--- config.mk ---
export PLATFORM = sky130hd
export DESIGN_NAME = shift_seq_ctrl
export DESIGN_NICKNAME = d
export VERILOG_FILES = /design/src/rtl/shift_seq_pkg.sv /design/src/rtl/shift_reg_sipo.sv /design/src/rtl/shift_seq_ctrl.sv
export SDC_FILE = /design/constraint.sdc
export NUM_CORES = 1
export LEC_CHECK = 0
export BUFFER_PORTS_ARGS = -buffer_cell sky130_fd_sc_hd__buf_2
export CAP_MARGIN = 10
export CORE_MARGIN = 2
export CORE_UTILIZATION = 55
export CTS_CLUSTER_SIZE = 14
export DETAILED_ROUTE_END_ITERATION = 7
export HOLD_SLACK_MARGIN = 0.06
export PLACE_DENSITY = 0.89
export SLEW_MARGIN = 20
export SYNTH_ARGS = -nofsm -noshare
export SYNTH_HDL_FRONTEND = slang
export SYNTH_SLANG_ARGS = --single-unit
--- constraint.sdc ---
create_clock -name clk_50 -period 3.4 [get_ports clk_50]
set_input_delay 0.17 -clock clk_50 [delete_from_list [all_inputs] [get_ports clk_50]]
set_output_delay 0.17 -clock clk_50 [all_outputs]
set_load 0.02 [all_outputs]
--- src/rtl/shift_seq_pkg.sv ---
// Shared types and helpers for the serial-to-parallel word sequencer.
// SHIFT_PARITY_CHK_EN adds the PARITY state used by the optional parity check.
package shift_seq_pkg;

  localparam int DATA_W_DEF = 8;

  typedef enum logic [1:0] {
    IDLE   = 2'd0,
    SHIFT  = 2'd1,
    DONE   = 2'd2
`ifdef SHIFT_PARITY_CHK_EN
    ,
    PARITY = 2'd3
`endif
  } state_t;

  // Width needed to hold a bit count of 0..dw inclusive.
  function automatic int cnt_w(input int dw);
    return $clog2(dw + 1);
  endfunction

endpackage

--- src/rtl/shift_reg_sipo.sv ---
// Serial-in parallel-out shifter; MSB_FIRST selects the end the first bit ends up at.
module shift_reg_sipo #(
  parameter int DATA_W    = 8,
  parameter int MSB_FIRST = 1
) (
  input  logic              clk_50,
  input  logic              reset,
  input  logic              clr,
  input  logic              shift_en,
  input  logic              serial_in,
  output logic [DATA_W-1:0] par_out
);

  logic [DATA_W-1:0] sh_q, sh_d;

  always_comb begin
    sh_d = sh_q;
    if (clr) begin
      sh_d = '0;
    end else if (shift_en) begin
      if (MSB_FIRST != 0) sh_d = {sh_q[DATA_W-2:0], serial_in};
      else                sh_d = {serial_in, sh_q[DATA_W-1:1]};
    end
  end

  always_ff @(posedge clk_50 or posedge reset) begin
    if (reset) sh_q <= '0;
    else       sh_q <= sh_d;
  end

  assign par_out = sh_q;

endmodule

--- src/rtl/shift_seq_ctrl.sv ---
// Word sequencer: FSM, bit counter and output registers around shift_reg_sipo.
// Define SHIFT_PARITY_CHK_EN to add a trailing even-parity bit and the parity_err port.
module shift_seq_ctrl
  import shift_seq_pkg::*;
#(
  parameter int DATA_W    = DATA_W_DEF,
  parameter int MSB_FIRST = 1
) (
  input  logic                     clk_50,
  input  logic                     reset,
  input  logic                     start,
  input  logic                     abort,
  input  logic                     data_en,
  input  logic                     serial_data,
  output logic                     busy,
  output logic                     done,
  output logic [DATA_W-1:0]        data_out,
  output logic [cnt_w(DATA_W)-1:0] bit_cnt
`ifdef SHIFT_PARITY_CHK_EN
  ,
  output logic                     parity_err
`endif
);

  localparam int            CW   = cnt_w(DATA_W);
  localparam logic [CW-1:0] LAST = CW'(DATA_W - 1);

  state_t            state_q, state_d;
  logic [CW-1:0]     cnt_q, cnt_d;
  logic [DATA_W-1:0] dout_q, dout_d;
  logic              clr, shift_en;
  logic [DATA_W-1:0] par_out;

  shift_reg_sipo #(
    .DATA_W   (DATA_W),
    .MSB_FIRST(MSB_FIRST)
  ) u_sipo (
    .clk_50   (clk_50),
    .reset    (reset),
    .clr      (clr),
    .shift_en (shift_en),
    .serial_in(serial_data),
    .par_out  (par_out)
  );

`ifdef SHIFT_PARITY_CHK_EN
  logic perr_q, perr_d;
`else
  // The shifter only updates on the last-bit edge, so the word loaded into
  // data_out at that same edge is formed here from the incoming bit.
  logic [DATA_W-1:0] word_nxt;
  if (MSB_FIRST != 0) begin : g_msb
    assign word_nxt = {par_out[DATA_W-2:0], serial_data};
  end else begin : g_lsb
    assign word_nxt = {serial_data, par_out[DATA_W-1:1]};
  end
`endif

  always_comb begin
    state_d  = state_q;
    cnt_d    = cnt_q;
    dout_d   = dout_q;
    clr      = 1'b0;
    shift_en = 1'b0;
`ifdef SHIFT_PARITY_CHK_EN
    perr_d   = perr_q;
`endif
    case (state_q)
      IDLE: begin
        if (start) begin
          clr     = 1'b1;
          cnt_d   = '0;
          state_d = SHIFT;
        end
      end
      SHIFT: begin
        if (abort) begin
          clr     = 1'b1;
          cnt_d   = '0;
          state_d = IDLE;
        end else if (data_en) begin
          shift_en = 1'b1;
          cnt_d    = cnt_q + 1'b1;
          if (cnt_q == LAST) begin
`ifdef SHIFT_PARITY_CHK_EN
            state_d = PARITY;
`else
            dout_d  = word_nxt;
            state_d = DONE;
`endif
          end
        end
      end
`ifdef SHIFT_PARITY_CHK_EN
      PARITY: begin
        if (abort) begin
          clr     = 1'b1;
          cnt_d   = '0;
          state_d = IDLE;
        end else if (data_en) begin
          // Even parity: word plus parity bit must carry an even number of ones.
          dout_d  = par_out;
          perr_d  = (^par_out) ^ serial_data;
          state_d = DONE;
        end
      end
`endif
      DONE: begin
        cnt_d   = '0;
        state_d = IDLE;
      end
      default: begin
        cnt_d   = '0;
        state_d = IDLE;
      end
    endcase
  end

  always_ff @(posedge clk_50 or posedge reset) begin
    if (reset) begin
      state_q <= IDLE;
      cnt_q   <= '0;
      dout_q  <= '0;
    end else begin
      state_q <= state_d;
      cnt_q   <= cnt_d;
      dout_q  <= dout_d;
    end
  end

`ifdef SHIFT_PARITY_CHK_EN
  always_ff @(posedge clk_50 or posedge reset) begin
    if (reset) perr_q <= 1'b0;
    else       perr_q <= perr_d;
  end

  assign parity_err = perr_q;
`endif

  assign busy     = (state_q != IDLE);
  assign done     = (state_q == DONE);
  assign data_out = dout_q;
  assign bit_cnt  = cnt_q;

endmodule

[Yosys cells after proc, flatten, opt, wreduce, memory -nomap -nowiden]
Index checks and enable logic that the tools add are counted.
Word-level totals
  flip-flop bits (word level): 21
  input bits: 6
  output and inout bits: 14
  word-level logic and storage cells: 35
Cells by class
  muxes and demuxes: 17
  eq/ne operators: 6
  bitwise operators: 1
  reductions and logical operators: 6
  add/sub/neg operators: 1
Operators by type and width (number)
  7-bit two-way mux: 2
  4-bit two-way mux: 3
  2-bit two-way mux: 4
  4-bit one-hot mux with 2 select lines: 1
  3-bit != test, second input constant: 2
  1-bit two-way mux: 5
  4-bit by 1-bit adder with 4-bit output, second input constant: 1
  4-bit by 3-bit equality test with 1-bit output, second input constant: 1
  2-bit one-hot mux with 2 select lines: 1
  4-bit AND reduction: 1
  2-bit nonzero test: 2
  3-bit AND reduction: 1
  2-bit by 1-bit equality test with 1-bit output, second input constant: 1
  2-bit equality test, second input constant: 1
  2-bit logical NOT: 1
  2-bit != test, second input constant: 1
  1-bit one-hot mux with 2 select lines: 1
  2-bit AND reduction: 1
  1-bit NOT: 1

[Longest topological paths before layout]
Gate-level depths: netlist (run 1).
  depth in word-level cells: 5
  depth in mapped cells: 5
  mapped depth without buffers: 4

[Modules after synthesis]
From an unflattened synthesis (run 1), not the netlist that was laid out.
Second synthesis, totals
  cells, all modules: 81
  area total of the unflattened synthesis: 984.7 um^2
Modules (own cells, without submodules)
  shift_seq_ctrl: instances 1, seq. area each 350.3 um^2, area an instance 655.6 um^2, cells an instance 54
  shift_reg_sipo: instances 1, seq. area each 200.2 um^2, area an instance 329.1 um^2, cells an instance 27

[Worst setup path after synthesis (run 1)]
OpenSTA, ideal clock, no wires.
  path kind: register to register
  from: register state_q[1]
  to: register dout_q[0], in the netlist data_out[0]
  path slack: 1.817 ns
  data required time: 3.275 ns
  clock period less this slack: 1.583 ns
  arrival time: 1.458 ns
  buffers on the path: 2
  stages on the path, launching flop included: 6
  library setup time: 0.125 ns
  cell sequence: dfrtp_1 nor4bb_1 buf_4 and4_4 buf_12 mux2_4
On the way
  cells in the longest elaborated chain, start to end: 2
Ends and longest elaborated chain
  start: declaration: line shift_seq_ctrl.sv:28  | state_t state_q, state_d;
  start signal: assignment: line shift_seq_ctrl.sv:125  | state_q <= state_d;
  2-bit by 1-bit equality test with 1-bit output: line shift_seq_ctrl.sv:68  | case (state_q)
  4-bit AND reduction (no source line)
  end signal: assignment: line shift_seq_ctrl.sv:127  | dout_q <= dout_d;
  end: declaration: line shift_seq_ctrl.sv:30  | logic [DATA_W-1:0] dout_q, dout_d;
No other way between the ends.
A chain may end at the register's enable or synchronous reset.

[Final worst setup path (run 1)]
  from: register state_q[1]
  to: register dout_q[7], in the netlist data_out[7]
The elaborated chain is that of the path after synthesis.

==> run metrics, run 1 <==
Tightest Pin Transition 0.750 ns; endpoint class of the critical path flop; Slew Limit Fails 0; CP max-delay cell dfrtp_1; cell taking the most area after synthesis dfrtp_1; Max stage delay on crit path just over 0.5 ns; P&R area growth vs syn 12.5%; WP data arrival 2.04 ns; max frequency between 500 and 600 MHz; maxcap violations 0; CTS tree yes; drt pass-1 iters 3; number of diodes 0; Worst setup SP type flop; reg2reg setup slack 1.54 ns; area of the multi-input gates a little under 400 um2; final setup TNS 0 ns; Max IR drop VDD approximately 0.18 mV; Util after Layout roughly 64%; CP top delay family simple AND/OR/NAND/NOR gates; Register Area around 530 um2; commonest non-fill, non-tap cell in the layout dfrtp_1; Power Dens Cells 387 nW/um2; initial antenna violation count 0; hpwl dp between 1 and 1.5 mm; Core Box Area around 1700 um2; DR WL/cell around 16 um; dpl cell area between 1000 and 1500 um2; grt total ovfl 0; Final Setup Violations 0; Syn Std Cell Area ~960 um2; min cycle time layout approximately 1.9 ns; worst hold path type in2reg; critical path depth 4; Fillers between 100 and 150; register area share after synthesis a little over half; H-tree level count 1; CP bufs+invs 1; critical path peak fanout 12; drt total wl roughly 1.7 mm; GPL Wtd Cong 0.744; Mean Syn Cell Area approximately 13 um2; synth top area cells dfrtp_1, mux2_4, a22o_1, buf_12, mux2i_1; share of cells above drive strength 1 between 30% and 40%; status finished clean; # DRC 0; R2R cell count 4; Tcrit/Tclk final 54.8%; io pins 20; Initial Util between 50% and 60%; Total Routing Usage GR 17.6%; clock edge transition at the registers on the reported setup and hold paths ~0.11 ns; CTS buffer count 3; die height between 40 and 50 um; Cell Rows 15; most frequent cells in the layout dfrtp_1, buf_2, mux2_4; Req. time, crit path 3.58 ns; syn nets 79; vias per cell approximately 6; vias in the first global route 621; Port Buf Inserts 19; Longest Clk Path Bufs 2; Clock Skews around 0.0015 ns; Iteration-0 DRC Markers 11; Die Wd 45.9 um; Netlist cell types 27; flops & latches, synth 21; RSZ-0062 raised after global routing false; fin nets 100; die area between 2000 and 2500 um2; largest net degree at the start of global routing 22; CP cell instances nor4bb_1, buf_4, and4_4, mux2_4; slew margin rel. between 40 and 50%; via count roughly 640; CTS root buffer clkbuf_4; top cell type's share of synthesized area between 50% and 60%; CP Class reg2reg; P_leak roughly 0.00056 uW; Fin. Hold Viols 0; first-pass GRT wire length roughly 2.7 mm; Hold Crit Depth 2; Post-Synthesis Cells 72; final instance area roughly 1100 um2; Synth warnings 0; Clock Latency Late Sink around 0.28 ns; CTS Sinks 21; DRT antenna net count 0; postcts setup bufs 0
-- layer usage --
layer  GRT usage, %  vias to the layer above  share of wire, %
met5              0                        -                 0
li1               -                      301                 -
met2           31.7                       13                52
met3           3.57                        2               3.4
met4           3.43                        0              0.82
met1           21.6                      328                44
-- registers in the layout (all words and copies together) (netlist names) --
name / count
u_sipo.par_out: 7
bit_cnt: 4
data_out: 8
state_q: 2
-- Yosys cell counts --
library cell	n
dfrtp_1	21
mux2_4	8
nor3b_1	1
nor2_1	2
nand4_1	1
buf_4	1
and4_4	1
o21ai_0	2
buf_12	1
mux2_2	1
a22o_1	7
or3_1	1
ha_1	1
or4b_2	1
clkbuf_2	1
mux2i_1	2
o21ba_2	1
o41ai_1	1
nand2_1	2
nor4bb_1	2
a21oi_1	3
or2_2	1
nor2b_1	2
inv_1	2
nand2b_1	3
clkbuf_1	2
nor4b_1	1
-- report_power, final --
part	total (uW)	internal, uW	switching (uW)
combinational	46.1	20.3	25.7
clock	112	45.4	66.6
sequential	262	254	7.61
total	420	320	100
-- per-stage QoR --
step	setup WS, ns	std cells	hold WS [ns]	power [uW]
after floorplan	1.82	72	0.147	299
after global placement	1.64	104	0.328	310
after detailed placement	1.56	104	0.351	312
after CTS	1.53	109	0.0692	424
after global routing	1.44	109	0.0665	444
final	1.54	109	0.0747	420
-- path summary, 6_finish.rpt --
check / from / end
max: state_q[1]$_DFFE_PP0P_ / data_out[7]$_DFFE_PP0P_
max reg2reg: state_q[1]$_DFFE_PP0P_ / data_out[7]$_DFFE_PP0P_
min in group asynchronous: reset / bit_cnt[1]$_DFFE_PP0P_
max in group asynchronous: reset / bit_cnt[3]$_DFFE_PP0P_
min reg2reg: u_sipo.par_out[6]$_DFFE_PP0P_ / u_sipo.par_out[6]$_DFFE_PP0P_
min: start / bit_cnt[3]$_DFFE_PP0P_
-- logic make-up (layout without fill, tap and decap cells) --
family	count (synthesis)	after routing	synth area share [%]
compound gates	14	14	10.9
fa+ha+maj	1	1	1.30
mux	11	11	15.7
simple gates	18	18	12.7
flops	21	21	54.5
buf+inv	7	27	4.93
-- layout make-up --
class / instances / share of cell area (%)
sequential: 21 / 48.4
timing repair buffer: 21 / 10.4
multi-input combinational: 44 / 36.1
clock buffer: 4 / 2.42
inverter: 2 / 0.692
tap: 17 / 1.96
-- timing repair --
action                    4_1_cts  5_1_grt
hold buffers                    1        0
hold endpoints to repair       21        0
resized for setup               0        0
Note: power is estimated with default switching activity, not from simulation.
==> run 2, diff against run 1 <==
--- a/config.mk
+++ b/config.mk
@@ -5,14 +5,15 @@
 export SDC_FILE = /design/constraint.sdc
 export NUM_CORES = 1
 export LEC_CHECK = 0
+export ABC_AREA = 1
 export BUFFER_PORTS_ARGS = -buffer_cell sky130_fd_sc_hd__buf_2
 export CAP_MARGIN = 10
 export CORE_MARGIN = 2
-export CORE_UTILIZATION = 55
+export CORE_UTILIZATION = 52
 export CTS_CLUSTER_SIZE = 14
 export DETAILED_ROUTE_END_ITERATION = 7
 export HOLD_SLACK_MARGIN = 0.06
-export PLACE_DENSITY = 0.89
+export PLACE_DENSITY = 0.85
 export SLEW_MARGIN = 20
 export SYNTH_ARGS = -nofsm -noshare
 export SYNTH_HDL_FRONTEND = slang
==> constraint.sdc (replaced) <==
create_clock -name clk_50 -period 1.77 [get_ports clk_50]
set_input_delay 0.0885 -clock clk_50 [delete_from_list [all_inputs] [get_ports clk_50]]
set_output_delay 0.0885 -clock clk_50 [all_outputs]
set_load 0.02 [all_outputs]
==> run 2 against run 1 <==
Compared with the run above: first-iteration DRC count increased to 2.7 times the previous value; sequential cell count unchanged; power up 140%; non-clock buffer count unchanged; via count increased by 26%; register-to-register slack lost 1.2 ns; die area is 7.1% higher; sequential share of layout area is 2.4 points lower; critical endpoint is now data_out[2]$_DFFE_PP0P_; highest routed layer unchanged.
==> run metrics, run 2 <==
status finished clean; Die Wd 47.5 um (+3.5%); max reg flops 8 (unchanged); Total Routing Usage GR 19.5% (+1.9 points); Critical R2R Capture data_out[2]$_DFFE_PP0P_; dpl cell area 1090 um2 (+4.4%); GPL Wtd Cong 0.843 (+13%); top cell type's share of synthesized area 53.4% (-1.0 points); Cell Rows 15 (unchanged); largest net degree at the start of global routing 22 (unchanged); P_leak 0.000697 uW (+24%); # DRC 0 (unchanged); flops & latches, synth 21 (unchanged); Mean Syn Cell Area 8.13 um2 (-39%); Synth Flop Type dfrtp_1; Hold EP state_q[0]$_DFFE_PP0P_; CTS tree yes; io pins 20 (unchanged); Async SR Flop Fraction 100% (unchanged); CTS root buffer clkbuf_4; Worst setup SP type flop; Max IR drop VDD 0.536 mV (+200%); commonest non-fill, non-tap cell in the layout nand2_1; Setup WS post-layout 0.381 ns (-1.16 ns); final setup TNS 0 ns (unchanged); Register Area 526 um2 (unchanged); share of cells above drive strength 1 23.4% (-16 points); Synth warnings 0 (unchanged); drt pass-1 iters 4 (+1); cell taking the most area after synthesis dfrtp_1; H-tree level count 1 (unchanged); internal power 662 uW (+110%); die height 47.5 um (+3.5%); register area share after synthesis 53.4% (-1.0 points); P&R area growth vs syn 16.2%; Slew Limit Fails 0 (unchanged); Final Setup Violations 0 (unchanged); WHS 0.0775 ns (+0.00283 ns); Flop pwr share 54.9% (-7.5 points); slew margin rel. 49.9% (-0.064 points); Hold Crit Depth 3 (+1); WP data arrival 1.65 ns (-0.39 ns); Initial Util 56.3% (-0.77 points); Netlist cell types 17 (-37%); count leader, synth nand2_1; combinational share of power 21.4% (+10 points); clock edge transition at the registers on the reported setup and hold paths 0.12 ns (about the same); Clock Skews 0.00442 ns (+0.00296 ns); Longest Clk Path Bufs 2 (unchanged); Clock Latency Late Sink 0.31 ns (+0.03 ns); min-delay src start; Core Box Area 1750 um2 (+3.3%); Psw 330 uW (+230%); dpl ws 0.405 ns (-1.15 ns); Tightest Pin Transition 0.751 ns (+0.000952 ns); Syn Std Cell Area 983 um2 (+1.9%); Req. time, crit path 2.03 ns (-1.55 ns); first-pass GRT wire length 2.96 mm (+11%); Port Buf Inserts 19 (unchanged); synth cell count leaders nand2_1, dfrtp_1, nor2_1, inv_1; Iteration-0 DRC Markers 30 (+19); CTS Sinks 21 (unchanged); DRT antenna net count 0 (unchanged); Reg-to-Reg Start state_q[1]$_DFFE_PP0P_; number of diodes 0 (unchanged); Fillers 155 (+16%); Post-synth EDFFs 0 (unchanged); endpoint class of the critical path flop; Tcrit/Tclk final 78.5% (+24 points); RSZ-0062 raised after global routing false; CTS buffer count 3 (unchanged); Post-Synthesis Cells 121 (+68%); R2R cell count 7 (+3); min cycle time layout 1.39 ns (-0.473 ns); initial antenna violation count 0 (unchanged); area of the multi-input gates 393 um2 (+0.32%); grt total ovfl 0 (unchanged); switch share 33.3% (+9.5 points); fin nets 153 (+53%); Util after Layout 65.4% (+1.2 points); max frequency 720 MHz (+34%); most frequent cells in the layout nand2_1, dfrtp_1, buf_2; postcts setup bufs 0 (unchanged); DR WL/cell 11.1 um (-29%); vias per cell 4.76 (-19%); reg2reg setup slack 0.38 ns (-1.16 ns); synth top area cells dfrtp_1, nand2_1, nor2_1, inv_1, nor2_8; worst hold path type in2reg; maxcap violations 0 (unchanged); via count 809 (+26%); hpwl dp 1.44 mm (+18%); Fin. Hold Viols 0 (unchanged); syn nets 128 (+62%); die area 2260 um2 (+7.1%); vias in the first global route 689 (+11%); CP Class reg2reg; clock network fraction of total power 23.7% (-3.0 points); critical path peak fanout 11 (-1); drt total wl 1.89 mm (+11%); Power Dens Cells 869 nW/um2 (+120%); final instance area 1140 um2 (+5.3%)
==> run 2: cell types whose count changed in the layout (fill, tap and decap cells not counted), moves of 3 or more <==
cell | before | now
a21oi_1 | 3 | 0
nand2b_1 | 3 | 0
mux2_4 | 8 | 0
a22o_1 | 7 | 0
inv_1 | 2 | 8
nand2_1 | 2 | 62
nor2_1 | 2 | 9
inv_2 | 0 | 3
==> run 2: power groups by stage <==
stage	registers [uW]	logic [uW]	clock network (uW)
4_1_cts	544	213	238
3_3_place_gp	549	203	0
5_1_grt	550	234	250
2_1_floorplan	568	137	0
6_report	545	212	236
3_5_place_dp	554	210	0
==> run 2: timing repair <==
action	4_1_cts	5_1_grt
hold buffers	2	0
endpoints found under the hold margin	23	0
resized for setup	0	0
==> run 2: how the worst max path moves through the flow <==
stage,endpoint,from,slack (ns),cells past startpoint
detailed placement,data_out[4]$_DFFE_PP0P_,state_q[1]$_DFFE_PP0P_,0.40,7
CTS,data_out[2]$_DFFE_PP0P_,state_q[1]$_DFFE_PP0P_,0.37,7
global placement,data_out[1]$_DFFE_PP0P_,state_q[1]$_DFFE_PP0P_,0.43,7
finish,data_out[2]$_DFFE_PP0P_,state_q[1]$_DFFE_PP0P_,0.38,7
floorplan,data_out[3]$_DFFE_PP0P_,bit_cnt[0]$_DFFE_PP0P_,0.44,7
global route,data_out[2]$_DFFE_PP0P_,state_q[1]$_DFFE_PP0P_,0.28,7
==> run 2: logic make-up (layout without fill, tap and decap cells) <==
logic type | count (synthesis) | in the layout | share of synthesized area, %
buffers and inverters | 13 | 37 | 6.62
flip-flops | 21 | 21 | 53.4
AND/OR/NAND/NOR | 82 | 82 | 36.3
adder cells (fa/ha/maj) | 1 | 1 | 1.27
AO/OA/AOI/OAI | 4 | 4 | 2.42
==> run 2: routing by layer <==
metal / routed length (um) / vias up / part of all wire (%) / global-route usage (%)
li1: - / 420 / - / -
met1: 948 / 359 / 50 / 27.7
met2: 802 / 25 / 42 / 27.8
met3: 83 / 5 / 4.4 / 2.26
met4: 53 / 0 / 2.8 / 13.3
met5: 0 / - / 0 / 0
==> run 2: layout make-up <==
| type | count | area share, % |
|---|---|---|
| sequential | 21 | 46.0 |
| multi-input combinational | 87 | 34.4 |
| timing repair buffer | 21 | 10.1 |
| inverter | 12 | 4.38 |
| tap | 25 | 2.74 |
| clock buffer | 3 | 1.97 |
| clock inverter | 1 | 0.438 |
==> run 2: critical path: stages (launching register included) <==
cell and delay (ns):
dfrtp_1 0.43, inv_2 0.09, nand2_2 0.08, nor2_4 0.34, nand2_4 0.16, inv_6 0.11, nand2_1 0.05, nand2_1 0.06
==> run 2: metrics by stage <==
step	power, uW	cells
floorplan	705	121
global placement	752	164
detailed placement	763	164
CTS	996	170
global route	1030	170
finish	992	170
